$ cat config.mk
export PLATFORM = sky130hd
export DESIGN_NAME = branch_seq_ctrl
export DESIGN_NICKNAME = d
export VERILOG_FILES = /design/src/rtl/branch_pkg.sv /design/src/rtl/branch_resolve.sv /design/src/rtl/branch_seq_ctrl.sv
export SDC_FILE = /design/constraint.sdc
export NUM_CORES = 1
export LEC_CHECK = 0
export CORE_UTILIZATION = 44
export DETAILED_ROUTE_END_ITERATION = 6
export GPL_TIMING_DRIVEN = 0
export PLACE_DENSITY = 0.82
export SLEW_MARGIN = 20
export SYNTH_ARGS = -nofsm -noshare
export SYNTH_HDL_FRONTEND = slang
export SYNTH_SLANG_ARGS = --single-unit
$ cat constraint.sdc
create_clock -name clk -period 3.1 [get_ports clk]
set_input_delay 0.62 -clock clk [delete_from_list [all_inputs] [get_ports clk]]
set_output_delay 0.62 -clock clk [all_outputs]
set_load 0.05 [all_outputs]
$ cat src/rtl/branch_pkg.sv
// Shared definitions for the branch sequencer: opcodes, FSM state encoding, link register.
package branch_pkg;

    localparam logic [5:0] OP_BEQ  = 6'd14;
    localparam logic [5:0] OP_BNE  = 6'd15;
    localparam logic [5:0] OP_BGT  = 6'd16;
    localparam logic [5:0] OP_BGE  = 6'd17;
    localparam logic [5:0] OP_BLT  = 6'd18;
    localparam logic [5:0] OP_BLE  = 6'd19;
    localparam logic [5:0] OP_J    = 6'd20;
    localparam logic [5:0] OP_JR   = 6'd21;
    localparam logic [5:0] OP_JAL  = 6'd22;
    localparam logic [5:0] OP_HALT = 6'd63;

    localparam logic [4:0] LINK_REG = 5'd31;

    typedef enum logic [2:0] {
        IDLE,
        FETCH,
        DECODE,
        RESOLVE,
        UPDATE,
        HALT
    } branch_state_t;

endpackage

$ cat src/rtl/branch_resolve.sv
// Combinational branch/jump resolution: picks the next PC from opcode, operands and immediate.
module branch_resolve
    import branch_pkg::*;
#(
    parameter int PC_W = 9
) (
    input  logic [5:0]      opcode,
    input  logic [31:0]     a,
    input  logic [31:0]     b,
    input  logic [PC_W-1:0] pc,
    input  logic [15:0]     imm16,
    output logic [PC_W-1:0] next_pc,
    output logic            taken,
    output logic            is_jal
);

    logic [PC_W-1:0] seq_pc;
    logic [PC_W-1:0] imm_ext;
    logic [PC_W-1:0] cond_tgt;
    logic            cond;

    // Sign-extended so a negative offset still works if PC_W exceeds 16; all sums wrap at PC_W.
    assign imm_ext  = PC_W'($signed(imm16));
    assign seq_pc   = pc + 1'b1;
    assign cond_tgt = seq_pc + imm_ext;

    always_comb begin
        cond    = 1'b0;
        next_pc = seq_pc;
        taken   = 1'b0;
        is_jal  = 1'b0;
        case (opcode)
            OP_BEQ:  cond = (a == b);
            OP_BNE:  cond = (a != b);
            OP_BGT:  cond = (a >  b);
            OP_BGE:  cond = (a >= b);
            OP_BLT:  cond = (a <  b);
            OP_BLE:  cond = (a <= b);
            default: cond = 1'b0;
        endcase
        if (cond) begin
            next_pc = cond_tgt;
            taken   = 1'b1;
        end
        case (opcode)
            OP_J: begin
                next_pc = imm_ext;
                taken   = 1'b1;
            end
            OP_JR: begin
                next_pc = a[PC_W-1:0];
                taken   = 1'b1;
            end
            OP_JAL: begin
                next_pc = imm_ext;
                taken   = 1'b1;
                is_jal  = 1'b1;
            end
            default: ;
        endcase
    end

endmodule

$ cat src/rtl/branch_seq_ctrl.sv
// PC sequencer: fetch, decode, resolve, update. Optional counters under BRANCH_SEQ_CTRL_STATS_EN.
module branch_seq_ctrl
    import branch_pkg::*;
#(
    parameter int              PC_W     = 9,
    parameter logic [PC_W-1:0] RESET_PC = '0,
    parameter logic [5:0]      HALT_OP  = OP_HALT
) (
    input  logic            clk,
    input  logic            rst,
    input  logic            start,
    output logic            imem_req,
    output logic [PC_W-1:0] imem_addr,
    input  logic            imem_ack,
    input  logic [31:0]     imem_data,
    output logic [4:0]      rf_raddr_a,
    output logic [4:0]      rf_raddr_b,
    input  logic [31:0]     rf_rdata_a,
    input  logic [31:0]     rf_rdata_b,
    output logic            rf_we,
    output logic [4:0]      rf_waddr,
    output logic [31:0]     rf_wdata,
    output logic [PC_W-1:0] pc,
    output logic            busy,
    output logic            halted,
    output logic            taken,
`ifdef BRANCH_SEQ_CTRL_STATS_EN
    output logic [31:0]     retired_cnt,
    output logic [31:0]     taken_cnt,
`endif
    output branch_state_t   dbg_state
);

    // imem handshake: imem_req stays high for the whole FETCH state; the
    // instruction is taken in the single cycle where imem_req && imem_ack.

    branch_state_t   state, state_n;
    logic [PC_W-1:0] pc_q;
    logic [PC_W-1:0] pc_inc;
    logic [31:0]     ir;
    logic [PC_W-1:0] next_pc_q;
    logic            taken_q;
    logic            jal_q;
    logic [31:0]     wdata_q;

    logic [PC_W-1:0] res_pc;
    logic            res_taken;
    logic            res_jal;

    assign pc_inc = pc_q + 1'b1;

    branch_resolve #(.PC_W(PC_W)) u_resolve (
        .opcode  (ir[31:26]),
        .a       (rf_rdata_a),
        .b       (rf_rdata_b),
        .pc      (pc_q),
        .imm16   (ir[15:0]),
        .next_pc (res_pc),
        .taken   (res_taken),
        .is_jal  (res_jal)
    );

    always_ff @(posedge clk) begin
        if (rst) begin
            state     <= IDLE;
            pc_q      <= RESET_PC;
            ir        <= '0;
            next_pc_q <= RESET_PC;
            taken_q   <= 1'b0;
            jal_q     <= 1'b0;
            wdata_q   <= '0;
        end else begin
            state <= state_n;
            case (state)
                FETCH: if (imem_ack) ir <= imem_data;
                RESOLVE: begin
                    next_pc_q <= res_pc;
                    taken_q   <= res_taken;
                    jal_q     <= res_jal;
                    if (res_jal) wdata_q <= 32'(pc_inc);
                end
                UPDATE: pc_q <= next_pc_q;
                // HALT did not advance the PC, so restart fetches the word after it.
                HALT: if (start) pc_q <= pc_inc;
                default: ;
            endcase
        end
    end

    always_comb begin
        state_n = state;
        case (state)
            IDLE:    if (start) state_n = FETCH;
            FETCH:   if (imem_ack) state_n = DECODE;
            DECODE:  state_n = (ir[31:26] == HALT_OP) ? HALT : RESOLVE;
            RESOLVE: state_n = UPDATE;
            UPDATE:  state_n = FETCH;
            HALT:    if (start) state_n = FETCH;
            default: state_n = IDLE;
        endcase
    end

    assign imem_req   = (state == FETCH);
    assign imem_addr  = imem_req ? pc_q : '0;
    assign rf_raddr_a = ir[25:21];
    assign rf_raddr_b = ir[20:16];
    assign rf_we      = (state == UPDATE) && jal_q;
    assign rf_waddr   = LINK_REG;
    assign rf_wdata   = wdata_q;
    assign pc         = pc_q;
    assign busy       = (state != IDLE) && (state != HALT);
    assign halted     = (state == HALT);
    assign taken      = (state == UPDATE) && taken_q;
    assign dbg_state  = state;

`ifdef BRANCH_SEQ_CTRL_STATS_EN
    always_ff @(posedge clk) begin
        if (rst) begin
            retired_cnt <= '0;
            taken_cnt   <= '0;
        end else begin
            if (state == UPDATE) retired_cnt <= retired_cnt + 1'b1;
            if (taken)           taken_cnt   <= taken_cnt + 1'b1;
        end
    end
`endif

endmodule
Word-level counts from Yosys, hierarchy flattened
Index checks and enable logic that the tools add are counted.

Bits of input ports: 100. Output and inout port bits: 73. Register bits after elaboration: 64. Word-level logic and storage cells: 60.

Multiplexer cells: 13. $add $sub $neg: 2. Eq/ne operators: 21. Reductions and logical operators: 13. $lt $le $gt $ge: 4.

Operators by type and width (count): 6-bit by 5-bit == test with 1-bit output, second input constant (7); 9-bit case mux with 2 select lines (2); 32-bit == test (1); 32-bit >= comparator (1); 32-bit > comparator (1); 32-bit less-or-equal comparator (1); 32-bit less-than comparator (1); 32-bit inequality test (1); 9-bit 2-to-1 mux (3); 3-bit case mux with 5 select lines (1); 6-bit by 4-bit == test with 1-bit output, second input constant (2); 9-bit by 1-bit adder with 9-bit output, second input constant (1); 9-bit adder (1); 3-bit 2-to-1 mux (3); 2-bit AND reduction (4); 3-bit by 2-bit == test with 1-bit output, second input constant (2); 3-bit == test, second input constant (2); 6-bit == test, second input constant (1); 1-bit case mux with 6 select lines (1); 2-bit by 1-bit inequality test with 1-bit output, second input constant (2); 2-bit OR reduction (2); 3-bit by 1-bit == test with 1-bit output, second input constant (1); 1-bit logical AND (3); 3-bit logical NOT (1); other kinds (6) (8).

Logic depth before layout (Yosys ltp)
Word-level depth: 4. Gate-level depth with buffers: 13. Gate-level depth less buffers: 13.

Hierarchy
From an unflattened synthesis, not the netlist that was laid out.

Cells, all modules: 630. Area, all modules: 5252.5 sq um.

Modules (own cells, without submodules): branch_seq_ctrl (cells an instance 377, instances 1, area an instance 3279.4 sq um, seq. area each 1281.2 sq um); branch_resolve (cells an instance 253, instances 1, area an instance 1973.1 sq um, seq. area each 0.0 sq um).

Worst setup path before layout
Ideal clock, no wire load.

Path type: register to output. From: register state[0], in the netlist dbg_state[0]. To: output imem_addr[1]. Path buffers: 0. Data arrival time: 2977 ps. Required time: 2480 ps. Setup slack: -497 ps. Stages on the path, launching flop included: 4. Path through: dfxtp_1 clkinv_1 nor3_1 and2_1.

Longest elaborated chain between the ends: 2.

RTL lines: start: declaration (line branch_seq_ctrl.sv:37) `branch_state_t state, state_n;`; start signal: assignment (line branch_seq_ctrl.sv:73) `state <= state_n;`; 3-bit by 1-bit == test with 1-bit output (line branch_seq_ctrl.sv:103) `assign imem_req = (state == FETCH);`; net imem_req (line branch_seq_ctrl.sv:12) `output logic imem_req,`; 9-bit 2-to-1 mux (line branch_seq_ctrl.sv:104) `assign imem_addr = imem_req ? pc_q : '0;`; end: declaration (line branch_seq_ctrl.sv:13) `output logic [PC_W-1:0] imem_addr,`.

The timed path passes the listed nets, and every way through them passes these cells.

Worst setup path after layout
From: input rf_rdata_b[25]. To: register next_pc_q[8].

Longest elaborated chain between the ends: 4. Elaborated cells on any way between the ends: 9. Classes of those cells: 4 x order compare; 2 x eq/ne; 3 x mux.

RTL lines: start: declaration (line branch_seq_ctrl.sv:19) `input logic [31:0] rf_rdata_b,`; 32-bit less-or-equal comparator, or another cell as far along (line branch_resolve.sv:38) `OP_BLE: cond = (a <= b);`; 1-bit case mux with 6 select lines * (line branch_resolve.sv:32) `case (opcode)`; 9-bit 2-to-1 mux * (line branch_resolve.sv:41) `if (cond) begin`; 9-bit case mux with 2 select lines * (line branch_resolve.sv:45) `case (opcode)`; end signal: assignment (line branch_seq_ctrl.sv:77) `next_pc_q <= res_pc;`; end: declaration (line branch_seq_ctrl.sv:41) `logic [PC_W-1:0] next_pc_q;`.

Mark *: on every way between the ends. The rest lies on a longest branch, timed or not. A chain may end at the register's enable or synchronous reset.

==> flow_summary.ini <==
[drt]
drc = 0
wl_per_cell_um = 15.6
met3_length_um = 993
vias = 4641
met1_length_um = 4970
wl_um = 13300
routed-wl-met2_um = 6790
viasPerCell = 5.43
antenna_left = 0
drt_iter0_markers = 275
first_pass_iters = 7
highest_layer = met4

[logic_synthesis]
ys.flop_type = dfxtp_1
synth_cell_types = 51
synthArstFlopShare = 0
ys_warn_count = 0
synth_seq_cells = 57
ys_seq_area_frac = 0.275
synthesis.area_mm2 = 0.00415
synth_edf_count = 0
syn_inst = 554
syn_area_per_cell_um2 = 7.50

[placement]
place_hpwl_um = 9440
place_congestion = 0.873
place_inst = 828
port_buffers = 137
placed_area_mm2 = 0.00577

[global_route]
gr-total-overflow = 0
grt_pass1_wl_um = 19400
grt_max_degree = 11
grt_use_total = 0.248
antenna_found_initial = 0
grt_pass1_vias = 4302

[clock_tree]
cts_tree = yes
cts_sinks = 57
htreeDepth = 3
clk_latency_ns = 0.35
ctsHoldBuffers = 0
clock_path_buffers = 2
cts_inserted_buffers = 9
root_buffer = clkbuf_8
clk_pin_slew_ns = 0.07

[flow_run]
drv_cap = 0

[layout]
fin_area_mm2 = 0.00658
nets = 881
fin_cells = 855
layout-drive-gt1-share = 0.164
diodes = 0
n_fill_cell = 714
area_growth_pct = 58.4
post-route-util = 0.716

[worst_setup_path]
cp_top_family = simple AND/OR/NAND/NOR gates
worstSetupStartpointType = input pin
crit_path_cell_trace = clkdlybuf4s50_1 -> inv_2 -> ha_4 -> nand4_1 -> or2_4 -> o211ai_1 -> nor3_4 -> nor4b_4 -> buf_4 -> mux2i_1 -> or3_1
r2r_cells = 11
path_max_fanout = 4
worstPathRequired_ns = 3.33
critPathKind = in -> reg
cp.depth = 11
r2r_start = pc[4]$_SDFFE_PP0P_
startpoint = rf_rdata_b[25]
cp_num_buf_inv = 3
cp_slowest_cell = clkdlybuf4s50_1
crit_arrival_ns = 3.33
max_stage_delay_ns = 0.47
worst_setup_path_end_kind = flip-flop

[die]
die_h_um = 99.2
pin_count = 173
num_rows = 35
core-area_mm2 = 0.00920
die_x_um = 99.2
initial_utilization = 0.452
die_area_mm2 = 0.00983

[sta]
tns_ns = -0.00196
post-route-period-util = 1.00
setup-violations-final = 1
setup_ws_ns = -0.00196
fmax_ghz = 0.322
finClkSkew_ns = 0.00788
rsz0062_at_grt = true
drv_slew = 0
period_needed_ns = 3.10
tightest_slew_ns = 1.12
relSlewSlack = 0.245
finalHoldViolCount = 0

[pwr]
powerDensity_mw_per_mm2 = 361
ir_drop_v = 0.000335
totalPowerFinal_mw = 2.38
power_leakage_nw = 3.15

[min_path]
hold_path_class = reg -> reg
hold_depth = 2
hp-start = ir[25]$_SDFFE_PP0P_

[outcome]
violations = negative setup slack
outcome = complete, but fails checks
==> path summary, 6_finish.rpt <==
check,slack [ns],endpoint
setup / recovery,-0.002,next_pc_q[8]$_SDFFE_PP0P_
hold / removal,0.46,ir[25]$_SDFFE_PP0P_
setup reg to reg,0.10,next_pc_q[8]$_SDFFE_PP0P_
hold reg to reg,0.46,ir[25]$_SDFFE_PP0P_
==> per-stage QoR <==
stage | setup WS, ns | hold slack, ns
after CTS | -0.0231 | 0.460
after global placement | -0.444 | 0.443
after detailed placement | -0.500 | 0.450
final | -0.00196 | 0.457
after floorplan | 0.0259 | 0.437
after global routing | -0.0295 | 0.478
==> layer usage <==
metal / vias to the layer above / track usage
met5: - / 0
met4: 0 / 0.103
met3: 61 / 0.0696
met2: 241 / 0.447
met1: 2119 / 0.273
li1: 2220 / -
==> sequential cells by signal, summed over array words and instances (netlist names) <==
name / count
next_pc_q: 9
rf_wdata: 9
jal_q: 1
ir: 25
dbg_state: 3
taken_q: 1
pc: 9
==> final cells by class <==
class,instances,area [um^2],area share
clock buffer,11,141,0.0215
multi-input combinational,416,2910,0.442
sequential,57,1140,0.174
timing repair buffer,148,1550,0.235
buffer,60,377,0.0572
tap,111,139,0.0211
clock inverter,5,150,0.0228
inverter,47,176,0.0268
==> cell usage in the layout, fill, tap and decap left out, types with 4 or more instances in the layout <==
master / Yosys / routed
nand3_1: 14 / 13
mux2i_1: 7 / 6
and3_1: 5 / 5
clkdlybuf4s50_1: 0 / 99
nor2_1: 52 / 52
nand2b_1: 5 / 5
ha_1: 41 / 24
a211oi_1: 13 / 13
clkbuf_1: 19 / 20
nand4_1: 7 / 7
ha_4: 0 / 16
bufinv_16: 0 / 5
nor3_1: 14 / 11
xor2_1: 7 / 6
o21ai_0: 12 / 10
nor4_2: 2 / 5
a21o_1: 7 / 7
dlymetal6s2s_1: 0 / 38
nand2_1: 73 / 72
nor4_1: 8 / 4
dfxtp_1: 57 / 56
inv_1: 45 / 31
conb_1: 2 / 28
xnor2_1: 8 / 7
a221oi_1: 8 / 8
or3_1: 4 / 4
and2_1: 8 / 8
inv_2: 1 / 15
a21oi_1: 56 / 53
clkbuf_8: 0 / 10
buf_4: 39 / 48
==> power breakdown <==
| group | total [mW] | internal [mW] | switching [mW] |
|---|---|---|---|
| combinational | 0.577 | 0.259 | 0.319 |
| sequential | 0.776 | 0.757 | 0.0197 |
| clock | 1.02 | 0.719 | 0.304 |
==> repair_timing <==
item | CTS | global route
gates cloned | 0 | 1
pin swaps | 9 | 22
resized for setup | 13 | 83
setup buffers | 3 | 7
setup endpoints to repair | 15 | 17
==> tightest hold or removal path, cell delays in order, from the launching register on <==
cell	delay [ns]
dfxtp_1	0.31
nand2_1	0.05
a21oi_1	0.05
==> cells in the mapped netlist, drive strengths merged, types with 10 or more instances <==
cell type | n | area share
a211oi | 13 | 0.023
a21oi | 56 | 0.067
buf | 41 | 0.073
clkbuf | 19 | 0.017
dfxtp | 57 | 0.27
ha | 41 | 0.12
inv | 46 | 0.042
nand2 | 73 | 0.066
nand3 | 14 | 0.017
nor2 | 52 | 0.047
nor3 | 14 | 0.017
nor4 | 10 | 0.018
o21ai | 12 | 0.014
==> logic make-up after synthesis <==
group           synth area share
compound gates             0.177
flops                      0.275
other cells              0.00181
mux                       0.0169
buf+inv                    0.132
fa+ha+maj                  0.128
simple gates               0.237
xor+xnor                  0.0316
Note: power is estimated with default switching activity, not from simulation.
==> RTL edit (config.mk and constraints unchanged) <==
`PC_W` is set to 9 in 2 places; all go to 10.
--- a/src/rtl/branch_resolve.sv
+++ b/src/rtl/branch_resolve.sv
@@ -2,7 +2,7 @@
 module branch_resolve
     import branch_pkg::*;
 #(
-    parameter int PC_W = 9
+    parameter int PC_W = 10
 ) (
     input  logic [5:0]      opcode,
     input  logic [31:0]     a,
--- a/src/rtl/branch_seq_ctrl.sv
+++ b/src/rtl/branch_seq_ctrl.sv
@@ -2,7 +2,7 @@
 module branch_seq_ctrl
     import branch_pkg::*;
 #(
-    parameter int              PC_W     = 9,
+    parameter int              PC_W     = 10,
     parameter logic [PC_W-1:0] RESET_PC = '0,
     parameter logic [5:0]      HALT_OP  = OP_HALT
 ) (
Interface: changed (resized imem_addr and pc); port bits go from 173 to 175. No check against the original RTL was run, so the function may have changed too.
==> RTL edit against the original RTL <==
- the flow still finishes with violations (negative setup slack)
- final cell count increased by 4.7%
- register-to-register slack got worse by 0.04 ns
- cell area increased by 5.5%
- power decreased by 11%
- worst setup slack got worse by 0.011 ns
- area after synthesis increased by 5.8%
- sequential share of layout area increased by 0.37 points
- die area increased by 5.7%
- routed wire length increased by 7.7%
- combinational power increased by 1%
- sequential cell count increased by 4
- clock power decreased by 30%
- critical path type unchanged
- largest cell class unchanged
==> RTL edit: results (changes against the original RTL) <==
STA
  • Post-layout worst setup margin: -0.01301 ns (-0.01105 ns)
  • Final setup vio count: 1 (unchanged)
  • Max_slew headroom: 57.97% (+33 points)
  • Setup TNS Final: -0.01301 ns (-0.01105 ns)
  • Worst clock skew: 0.007335 ns (-0.0005412 ns)

GRT
  • Vias in the first global route: 4593 (+6.8%)
  • First-pass GRT wire length: 20.96 mm (+8.3%)
  • Met2 GRT Util: 45.63% (+0.93 points)
  • M1 GR Usage: 29.35% (+2.0 points)

Synth
  • Seq/Total Area, Yosys: 27.78% (+0.31 points)
  • Most area-consuming cells after synthesis: dfxtp_1 (28%), ha_1 (12%), a21oi_1 (6.9%)
  • Synth top cells by count: nand2_1 (74), a21oi_1 (61), dfxtp_1 (61)
  • Synth cell types: 54 (+5.9%)
  • Synthesized-area fraction occupied by ao, oa, aoi and oai cells: 18.93% (+1.2 points)
  • Synth Area in Adders: 12.41% (-0.42 points)
  • Xor and xnor area share after synthesis: 3.387% (+0.22 points)

Placement
  • PortBufs: 140 (+2.2%)
  • Placed insts: 865 (+4.5%)
  • Final Wtd Congestion: 0.9335 (+6.9%)
  • Area after DPL: 6060 sq um (+5.0%)
  • Post-DP HPWL: 10.15 mm (+7.6%)

Run status
  • Status: finished with violations
  • Failing checks: negative setup slack

Pwr
  • Lkg Pwr: 0.003242 uW (+3.0%)
  • Pint: 1462 uW (-16%)
  • Worst vdd rail ir drop: 0.0002399 V (-28%)
  • Cell Pwr Density: 305.7 nW/um^2 (-15%)
  • Clock share of power: 33.5% (-9.5 points)

Routing
  • DRT iter0 DRCs: 295 (+7.3%)
  • Met3 wire length: 1.129 mm (+14%)
  • Total Wirelength: 14.35 mm (+7.7%)
  • Via Count: 4761 (+2.6%)
  • Router iterations before antenna repair: 6 (-1)
  • DRT met1 WL: 5.397 mm (+8.5%)

Setup path
  • Worst Setup SP: rf_rdata_a[24]
  • Max stage delay on crit path: 0.41 ns (-0.06 ns)
  • WP data arrival: 3.32 ns (about the same)
  • Worst R2R Start: pc[0]

Hold path
  • Worst hold start: ir[20]

Clocking
  • # resized after CTS: 49 (+36)
  • Post-CTS setup buffers: 8 (+5)
  • Clock Path Buffers: 2 (unchanged)

Cells and area
  • Layout filler cell count: 741 (+3.8%)
  • Largest register FFs: 26 (+4.0%)
  • Post-route insts no fill: 895 (+4.7%)
==> RTL edit: final timing paths <==
check	end	slack (ns)	depth (start not counted)
worst max-delay path	next_pc_q[7]	-0.01	12
worst max register to register	next_pc_q[9]	0.06	13
worst min register to register	ir[20]	0.46	2
worst min-delay path	ir[20]	0.46	2
==> RTL edit: final cells by class <==
cell class                      instances  area share (%)
Multi-Input combinational cell        425           45.34
Inverter                               43           2.325
Tap cell                              133           2.397
Buffer                                 61           5.551
Timing Repair Buffer                  156           23.88
Sequential cell                        61           17.73
Clock buffer                           12           2.090
Clock inverter                          4          0.6848
==> RTL edit: worst reg2reg max path, delay by kind of cell, from the launching register on <==
kind	cells	cell delay [ns]
fa+ha+maj	2	0.51
simple gates	6	0.96
flops	1	0.40
xor+xnor	2	0.40
compound gates	3	0.64
